File: src/rtl/pong_pkg.sv
// pong_pkg: shared playfield geometry and the paddle AI state encoding.
`default_nettype none

package pong_pkg;

   localparam int SCREEN_H   = 480;
   localparam int TOP_MARGIN = 25;
   localparam int PADDLE_H   = 72;
   localparam int BALL_SIZE  = 8;

   typedef enum logic [1:0] {
      AI_IDLE   = 2'd0,
      AI_RETURN = 2'd1,
      AI_WAIT   = 2'd2,
      AI_TRACK  = 2'd3
   } ai_state_t;

endpackage

`default_nettype wire

File: src/rtl/paddle_ai_lfsr.sv
// paddle_ai_lfsr: 8-bit Fibonacci LFSR (taps 8,6,5,4), steps when en_i is high.
`default_nettype none

module paddle_ai_lfsr (
   input  logic       clk,
   input  logic       reset,
   input  logic       en_i,
   input  logic [7:0] seed_i,
   output logic [7:0] state_o
);

   logic [7:0] state_q;
   logic       fb;

   assign fb      = state_q[7] ^ state_q[5] ^ state_q[4] ^ state_q[3];
   assign state_o = state_q;

   always_ff @(posedge clk or posedge reset) begin
      if (reset) begin
         state_q <= seed_i;
      end else if (en_i) begin
         state_q <= {state_q[6:0], fb};
      end
   end

endmodule

`default_nettype wire

File: src/rtl/paddle_ai.sv
// paddle_ai: right-paddle opponent FSM (IDLE/RETURN/WAIT/TRACK) with rate-limited steps.
// Define PADDLE_AI_JITTER_EN to add an LFSR-driven aim offset latched on each WAIT->TRACK.
`default_nettype none

module paddle_ai #(
   parameter int PADDLE_H    = pong_pkg::PADDLE_H,
   parameter int TOP_MARGIN  = pong_pkg::TOP_MARGIN,
   parameter int SCREEN_H    = pong_pkg::SCREEN_H,
   parameter int BALL_SIZE   = pong_pkg::BALL_SIZE,
   parameter int AI_SPEED    = 3,
   parameter int REACT_TICKS = 4,
   parameter int DEADBAND    = 4,
   parameter int HOME_Y      = 179
)(
   input  logic       clk,
   input  logic       reset,
   input  logic       refresh_tick,
   input  logic       game_active,
   input  logic [9:0] ball_x,
   input  logic [9:0] ball_y,
   input  logic [9:0] ball_dx,
   input  logic [9:0] ball_dy,
   output logic [9:0] paddle_y,
   output logic [1:0] ai_state,
   output logic       moving
);

   import pong_pkg::*;

   localparam int PMAX = SCREEN_H - TOP_MARGIN - PADDLE_H;
   localparam logic signed [11:0] C_BIAS = 12'(BALL_SIZE/2 - TOP_MARGIN - PADDLE_H/2);
   localparam logic signed [11:0] C_PMAX = 12'(PMAX);
   localparam logic signed [11:0] C_HOME = 12'(HOME_Y);
   localparam logic signed [11:0] C_SPD  = 12'(AI_SPEED);
   localparam logic signed [11:0] C_DB   = 12'(DEADBAND);
   localparam logic [7:0]         C_SEED = 8'hA5;

   ai_state_t   state_q;
   logic [9:0]  paddle_q;
   logic        moving_q;
   logic [7:0]  cnt_q;
   logic signed [5:0] w_offset;

   logic        w_approach;
   logic signed [11:0] w_raw, w_tgt, w_goal, w_err, w_abs, w_stp, w_new;
   logic [9:0]  w_step_y;

   // Ball position along x and vertical velocity do not steer this AI.
   logic        w_unused_inputs;
   assign w_unused_inputs = ^{ball_x, ball_dy};

`ifdef PADDLE_AI_JITTER_EN
   logic [7:0]        w_lfsr;
   logic signed [5:0] offset_q;
   logic              w_unused_lfsr;

   paddle_ai_lfsr u_lfsr (
      .clk     (clk),
      .reset   (reset),
      .en_i    (refresh_tick),
      .seed_i  (C_SEED),
      .state_o (w_lfsr)
   );

   assign w_offset      = offset_q;
   assign w_unused_lfsr = ^w_lfsr[7:5];
`else
   logic w_unused_seed;
   assign w_offset      = 6'sd0;
   assign w_unused_seed = ^C_SEED;
`endif

   assign w_approach = !ball_dx[9] && (ball_dx != 10'd0);

   always_comb begin
      w_raw = $signed({2'b00, ball_y}) + C_BIAS + {{6{w_offset[5]}}, w_offset};
      if (w_raw < 12'sd0)
         w_tgt = 12'sd0;
      else if (w_raw > C_PMAX)
         w_tgt = C_PMAX;
      else
         w_tgt = w_raw;

      w_goal = (state_q == AI_TRACK) ? w_tgt : C_HOME;
      w_err  = w_goal - $signed({2'b00, paddle_q});
      w_abs  = w_err[11] ? -w_err : w_err;
      w_stp  = (w_abs < C_SPD) ? w_abs : C_SPD;

      if (w_abs <= C_DB)
         w_new = $signed({2'b00, paddle_q});
      else if (w_err[11])
         w_new = $signed({2'b00, paddle_q}) - w_stp;
      else
         w_new = $signed({2'b00, paddle_q}) + w_stp;

      if (w_new < 12'sd0)
         w_step_y = 10'd0;
      else if (w_new > C_PMAX)
         w_step_y = C_PMAX[9:0];
      else
         w_step_y = w_new[9:0];
   end

   always_ff @(posedge clk or posedge reset) begin
      if (reset) begin
         state_q  <= AI_IDLE;
         paddle_q <= 10'(HOME_Y);
         moving_q <= 1'b0;
         cnt_q    <= 8'd0;
`ifdef PADDLE_AI_JITTER_EN
         offset_q <= 6'sd0;
`endif
      end else begin
         moving_q <= 1'b0;
         if (!game_active) begin
            state_q <= AI_IDLE;
            cnt_q   <= 8'd0;
         end else begin
            // Step decision uses the state held before this edge's transition.
            if (refresh_tick && (state_q == AI_RETURN || state_q == AI_TRACK)) begin
               paddle_q <= w_step_y;
               moving_q <= (w_step_y != paddle_q);
            end
            case (state_q)
               AI_IDLE: state_q <= AI_RETURN;
               AI_RETURN: begin
                  if (w_approach) begin
                     state_q <= AI_WAIT;
                     cnt_q   <= 8'(REACT_TICKS);
                  end
               end
               AI_WAIT: begin
                  if (!w_approach) begin
                     state_q <= AI_RETURN;
                     cnt_q   <= 8'd0;
                  end else if (refresh_tick) begin
                     if (cnt_q <= 8'd1) begin
                        state_q  <= AI_TRACK;
                        cnt_q    <= 8'd0;
`ifdef PADDLE_AI_JITTER_EN
                        offset_q <= $signed(6'({1'b0, w_lfsr[4:0]}) - 6'd16);
`endif
                     end else begin
                        cnt_q <= cnt_q - 8'd1;
                     end
                  end
               end
               AI_TRACK: if (!w_approach) state_q <= AI_RETURN;
               default:  state_q <= AI_IDLE;
            endcase
         end
      end
   end

   assign paddle_y = paddle_q;
   assign ai_state = state_q;
   assign moving   = moving_q;

endmodule

`default_nettype wire
File: config.mk
export PLATFORM = sky130hd
export DESIGN_NAME = paddle_ai
export DESIGN_NICKNAME = d
export VERILOG_FILES = /design/src/rtl/pong_pkg.sv /design/src/rtl/paddle_ai_lfsr.sv /design/src/rtl/paddle_ai.sv
export SDC_FILE = /design/constraint.sdc
export NUM_CORES = 1
export LEC_CHECK = 0
export BUFFER_PORTS_ARGS = -buffer_cell sky130_fd_sc_hd__buf_2
export CAP_MARGIN = 20
export CORE_ASPECT_RATIO = 1.4
export CORE_MARGIN = 2
export CORE_UTILIZATION = 25
export CTS_CLUSTER_SIZE = 20
export DETAILED_ROUTE_END_ITERATION = 10
export GPL_TIMING_DRIVEN = 0
export PLACE_DENSITY_LB_ADDON = 0.08
export RECOVER_POWER = 50
export SLEW_MARGIN = 40
export SYNTH_ARGS = -nofsm -noshare
export SYNTH_HDL_FRONTEND = slang
export SYNTH_HIERARCHICAL = 1
export SYNTH_SLANG_ARGS = --single-unit
File: constraint.sdc
create_clock -name clk -period 7.6 [get_ports clk]
set_input_delay 1.52 -clock clk [delete_from_list [all_inputs] [get_ports clk]]
set_output_delay 1.52 -clock clk [all_outputs]
set_load 0.05 [all_outputs]
== Word-level counts from Yosys, hierarchy flattened ==
Cells that the tools add are included.
Word-level totals
  bits in registers: 21
  word-level logic and storage cells: 59
  output and inout port bits: 13
  input bits: 44
Operators by class
  add/subtract/negate cells: 6
  magnitude comparators: 7
  reduce and logical (&&, ||, !) cells: 9
  multiplexer cells: 24
  equality and inequality tests: 9
Operator list (number)
  2-to-1 mux 12 bit: 7
  2-to-1 mux 8 bit: 5
  greater-than comparator 12 x 10 -> 1 bit (second input constant): 2
  < comparator 12 x 1 -> 1 bit (second input constant): 2
  2-to-1 mux 10 bit: 2
  case mux 8 bit (2 select lines): 1
  adder 11 x 12 -> 12 bit: 1
  adder 11 x 7 -> 12 bit (second input constant): 1
  less-or-equal comparator 12 x 4 -> 1 bit (second input constant): 1
  < comparator 12 x 3 -> 1 bit (second input constant): 1
  2-to-1 mux 2 bit: 6
  negator 12 bit: 1
  subtractor 11 x 12 -> 12 bit: 1
  subtractor 12 x 11 -> 12 bit: 1
  inequality test 10 bit: 1
  nonzero test 10 bit: 1
  less-or-equal comparator 8 x 1 -> 1 bit (second input constant): 1
  inequality test 4 bit (second input constant): 2
  case mux 2 bit (4 select lines): 1
  subtractor 8 x 1 -> 8 bit (second input constant): 1
  inequality test 3 bit (second input constant): 2
  == test 2 bit (second input constant): 2
  AND reduction 4 bit: 1
  inequality test 3 x 1 -> 1 bit (second input constant): 1
  other kinds (8): 10

== Logic depth before layout (Yosys ltp) ==
  depth after elaboration: 19
  mapped depth: 48

== Least setup slack after synthesis ==
No wires, ideal clock.
  path kind: input-to-reg
  start point: in ball_y[0]
  end point: reg moving_q, in the netlist moving
  cell stages on the path: 47
  buffers on the path: 4
  data arrival time: 9.968 ns
  path slack: -2.518 ns
  cells stage by stage: inv_1 > ha_1 > inv_1 > o2111a_1 > or3_1 > o21ba_2 > o21ai_0 > a21oi_1 > and2_1 > a21o_1 > ha_1 > fa_1 > ha_1 > clkbuf_1 > nand3_1 > mux2_4 > a211oi_2 > a41oi_2 > (+11 left out) > o21ai_0 > o21ai_0 > o21ai_0 > a22oi_1 > ha_1 > nand4_1 > o21ai_0 > a31oi_1 > o21a_1 > o221a_2 > o311a_1 > a311oi_1 > o211ai_1 > nor2_1 > nor2_1 > or4_1 > o211ai_1 > a41oi_1
Between the ends
  word-level cells in the longest chain between the ends: 19
RTL lines
  start: declaration: line paddle_ai.sv:20  | input logic [9:0] ball_y,
  adder 11 x 7 -> 12 bit *: line paddle_ai.sv:76  | w_raw = $signed({2'b00, ball_y}) + C_BIAS + {{6{w_offset[5]}}, w_offset};
  greater-than comparator 12 x 10 -> 1 bit: line paddle_ai.sv:79  | else if (w_raw > C_PMAX)
  2-to-1 mux 12 bit: line paddle_ai.sv:79
  2-to-1 mux 12 bit *: line paddle_ai.sv:77  | if (w_raw < 12'sd0)
  2-to-1 mux 12 bit *: line paddle_ai.sv:84  | w_goal = (state_q == AI_TRACK) ? w_tgt : C_HOME;
  subtractor 12 x 11 -> 12 bit *: line paddle_ai.sv:85  | w_err = w_goal - $signed({2'b00, paddle_q});
  negator 12 bit: line paddle_ai.sv:86  | w_abs = w_err[11] ? -w_err : w_err;
  2-to-1 mux 12 bit: line paddle_ai.sv:86
  (+3 left out)
  2-to-1 mux 12 bit: line paddle_ai.sv:91  | else if (w_err[11])
  2-to-1 mux 12 bit *: line paddle_ai.sv:89  | if (w_abs <= C_DB)
  greater-than comparator 12 x 10 -> 1 bit: line paddle_ai.sv:98  | else if (w_new > C_PMAX)
  2-to-1 mux 10 bit: line paddle_ai.sv:98
  2-to-1 mux 10 bit *: line paddle_ai.sv:96  | if (w_new < 12'sd0)
  inequality test 10 bit *: line paddle_ai.sv:122  | moving_q <= (w_step_y != paddle_q);
  2-to-1 mux 1 bit *: line paddle_ai.sv:120  | if (refresh_tick && (state_q == AI_RETURN || state_q == AI_TRACK)) begin
  2-to-1 mux 1 bit *: line paddle_ai.sv:115  | if (!game_active) begin
  end signal: assignment: line paddle_ai.sv:122
  end: declaration: line paddle_ai.sv:40  | logic moving_q;
Mark *: on every way between the ends. The rest lies on a longest branch, timed or not.
A chain may end at the register's enable or synchronous reset.

== Worst setup path after layout ==
Ends and elaborated chain as after synthesis.

==> impl_metrics.yaml <==
setup_path:
  crit_buf_inv: 7
  rrSetupSlack_ns: -0.35
  path_common_cell: "ha_4"
  cp.arrival_ns: 9.80
  critPathRequiredTime_ns: 7.71
  worstReg2RegStart: "ai_state[0]$_DFFE_PP0P_"
  startpoint: "ball_y[0]"
  crit_fanout: 7
  slowest_stage: "fa_2"
  cpLargestDelayFamily: "compound AO/OA/AOI/OAI gates"
  critPathCaptureType: "flip-flop"
  max_stage_delay_ns: 0.56
  worstSetupStartpointType: "primary input"
  critPathKind: "primary input to flip-flop"
grt:
  grt_pass1_vias: 4487
  gr-usage-met2_pct: 33.4
  grt_pass1_wl_mm: 23.3
  grt.total_usage_pct: 17.6
  globalRoute.totalOverflow: 0
  gr-usage-met3_pct: 0.556
  grt_start_max_net_pins: 22
  gr-usage-met1_pct: 19.8
  top_usage_layer: "met2"
  antenna_found_initial: 0
floorplanning:
  start_util_pct: 25.4
  fp.coreArea_um2: 15500
  die-area_um2: 16800
  die_y_um: 152
  top_level_ports: 57
  fp-row-count: 54
  die_w_um: 110
route:
  vias: 4538
  drt_iter0_drc: 207
  post-route-drc-count: 0
  wl_mm: 14.8
  antenna_left: 0
  wl_per_cell_um: 17.8
  via_per_inst: 5.44
  dr.pass1.iters: 4
cts:
  clk_pin_slew_ns: 0.05
  tritoncts: "yes"
  clk_root_buffer_cell: "clkbuf_16"
  hold_buffers: 0
  cts_buffers: 3
  clkLatencyLatePin_ns: 0.26
  clock_path_buffers: 2
  cts.sinks: 21
  cts_max_level: 1
finish:
  area_growth_pct: 41.2
  fin_nets: 714
  final_cells: 834
  antenna_cells: 0
  layout-drive-gt1-share_pct: 34.6
  fillCellCount: 1650
  fin_area_um2: 5550
sta:
  slew_headroom_pct: 45.5
  hold_slack_ns: 0.542
  rsz0062_at_grt: "yes"
  max_freq_mhz: 103
  clock_skew_ns: 0.00467
  setup_violations: 10
  fin_crit_sh_pct: 128
  setup_slack_ns: -2.10
  worst-slew-pin-transition_ns: 0.817
  report.final.slew_viol_count: 0
  hold_violations: 0
  fin_crit_ns: 9.70
synth:
  ys_types: 85
  synth_area_um2: 3930
  synth_cells: 540
  syn_avg_cell_area_um2: 7.28
  async_reset_ff_share_pct: 100
  synth_edf_count: 0
  ys_ff_latch: 21
  synth_flop_cell: "dfrtp_1"
  ys_seq_area_share_pct: 13.5
  yosysWarnings: 6
place:
  dp_hpwl_mm: 11.5
  gp_congestion: 0.851
  placedCellCount: 773
  place_ws_ns: -3.41
  io_buffers: 36
  placed_area_um2: 4520
power_and_ir_drop:
  power.leakage_nw: 2.28
  power_density_nw_per_um2: 496
  vdd_drop_max_v: 0.000224
run:
  max_cap_viol_count: 0
worst_hold_path:
  hp-start: "cnt_q[6]$_DFFE_PP0P_"
  holdCritPathClass: "flip-flop to flip-flop"
status:
  violations: "negative setup slack"
  outcome: "complete, but fails checks"
-- logic make-up (layout without fill, tap and decap cells) --
kind of cell	count (synthesis)	after routing	synth area share, %
buf+inv	51	148	5.28
other cells	1	2	0.0954
fa+ha+maj	31	31	10.2
compound gates	198	198	36.4
flops	21	21	13.5
xor+xnor	28	28	6.62
mux	10	10	2.93
simple gates	200	200	24.9
-- path summary, 6_finish.rpt --
kind                       cells after the start                       to
max                                           44         moving$_DFF_PP0_
min                                            2     cnt_q[6]$_DFFE_PP0P_
max reg2reg                                   36         moving$_DFF_PP0_
min reg2reg                                    2     cnt_q[6]$_DFFE_PP0P_
max in group asynchronous                      2  paddle_y[2]$_DFFE_PP0P_
min in group asynchronous                      2  paddle_y[9]$_DFFE_PP0P_
-- cell usage after synthesis (5+ instances only) --
library cell | number | area [um2]
dfrtp_1 | 16 | 400
nand2b_1 | 9 | 56.3
a21oi_1 | 40 | 200
and2_1 | 10 | 62.6
xnor2_1 | 16 | 140
inv_1 | 32 | 120
nor3_1 | 13 | 65.1
buf_2 | 7 | 35.0
nand2_1 | 51 | 191
nor2_1 | 62 | 233
and3_1 | 5 | 31.3
mux2i_1 | 6 | 60.1
a21o_1 | 13 | 97.6
o21ai_0 | 42 | 210
nand3_1 | 19 | 95.1
xor2_1 | 10 | 87.6
a31oi_1 | 8 | 50.1
o22a_1 | 6 | 52.6
ha_1 | 29 | 363
o22ai_1 | 7 | 43.8
clkbuf_1 | 11 | 41.3
dfstp_2 | 5 | 131
o211ai_1 | 9 | 67.6
-- area by class of cell --
| cell class | instances | area [um2] | share of cell area, % |
|---|---|---|---|
| multi-input combinational | 469 | 3730 | 67.1 |
| timing repair buffer | 98 | 708 | 12.8 |
| sequential | 21 | 532 | 9.57 |
| tap | 196 | 245 | 4.42 |
| inverter | 32 | 140 | 2.52 |
| buffer | 14 | 124 | 2.23 |
| clock buffer | 4 | 78.8 | 1.42 |
-- per-layer routing --
| metal | wire length, um | share of wire (%) |
|---|---|---|
| met1 | 5900 | 40 |
| met4 | 629 | 4.2 |
| met3 | 229 | 1.5 |
| met5 | 0 | 0 |
| met2 | 8060 | 54 |
-- registers in the layout, indices dropped and copies added, names as in the netlist --
register	flops
paddle_y	10
cnt_q	8
ai_state	2
moving	1
-- worst min-delay path: cells and delay by family (launching register included) --
family	cells	cell delay, ns
AND/OR/NAND/NOR	1	0.07
flip-flops	1	0.36
XOR/XNOR	1	0.07
-- placed cells by master, fill, tap and decap left out, types with 5 or more instances in the layout --
cell type  count
o22ai_1        5
o211ai_1       9
nand2_1       46
o21ai_2        6
nand2b_1       8
o21ai_1        9
xor2_1        10
buf_4         54
a21oi_1       31
o21ai_0       30
nand3_1       17
and2_1         6
nor3_1        10
inv_1         28
dfrtp_1       16
buf_6          8
mux2i_1        5
a21o_1        11
o22a_1         6
clkbuf_1       5
nor2_2         7
buf_2         38
xnor2_1       14
a21oi_2        8
ha_1          22
dfstp_2        5
nor2_1        54
a31oi_1        7
-- stage by stage --
step / TNS, ns / util [%] / power (mW)
2_1_floorplan: -14.48 / - / 1.60
3_3_place_gp: -28.59 / 29.2 / 2.05
3_5_place_dp: -28.79 / 29.2 / 2.06
4_1_cts: -19.03 / 33.4 / 2.49
5_1_grt: -19.67 / 35.9 / 2.96
6_report: -16.51 / 35.9 / 2.76
-- repair_timing --
item	CTS	global route
pin swaps	47	47
buffers inserted	40	22
resized for setup	63	48
gates cloned	0	0
endpoints found under the setup margin	10	10
-- power by group --
part / total (mW) / switching (mW) / internal (mW)
Sequential: 0.225 / 0.0713 / 0.154
Combinational: 2.42 / 1.40 / 1.01
Clock: 0.115 / 0.0428 / 0.0717
(Power assumes the default switching activity.)
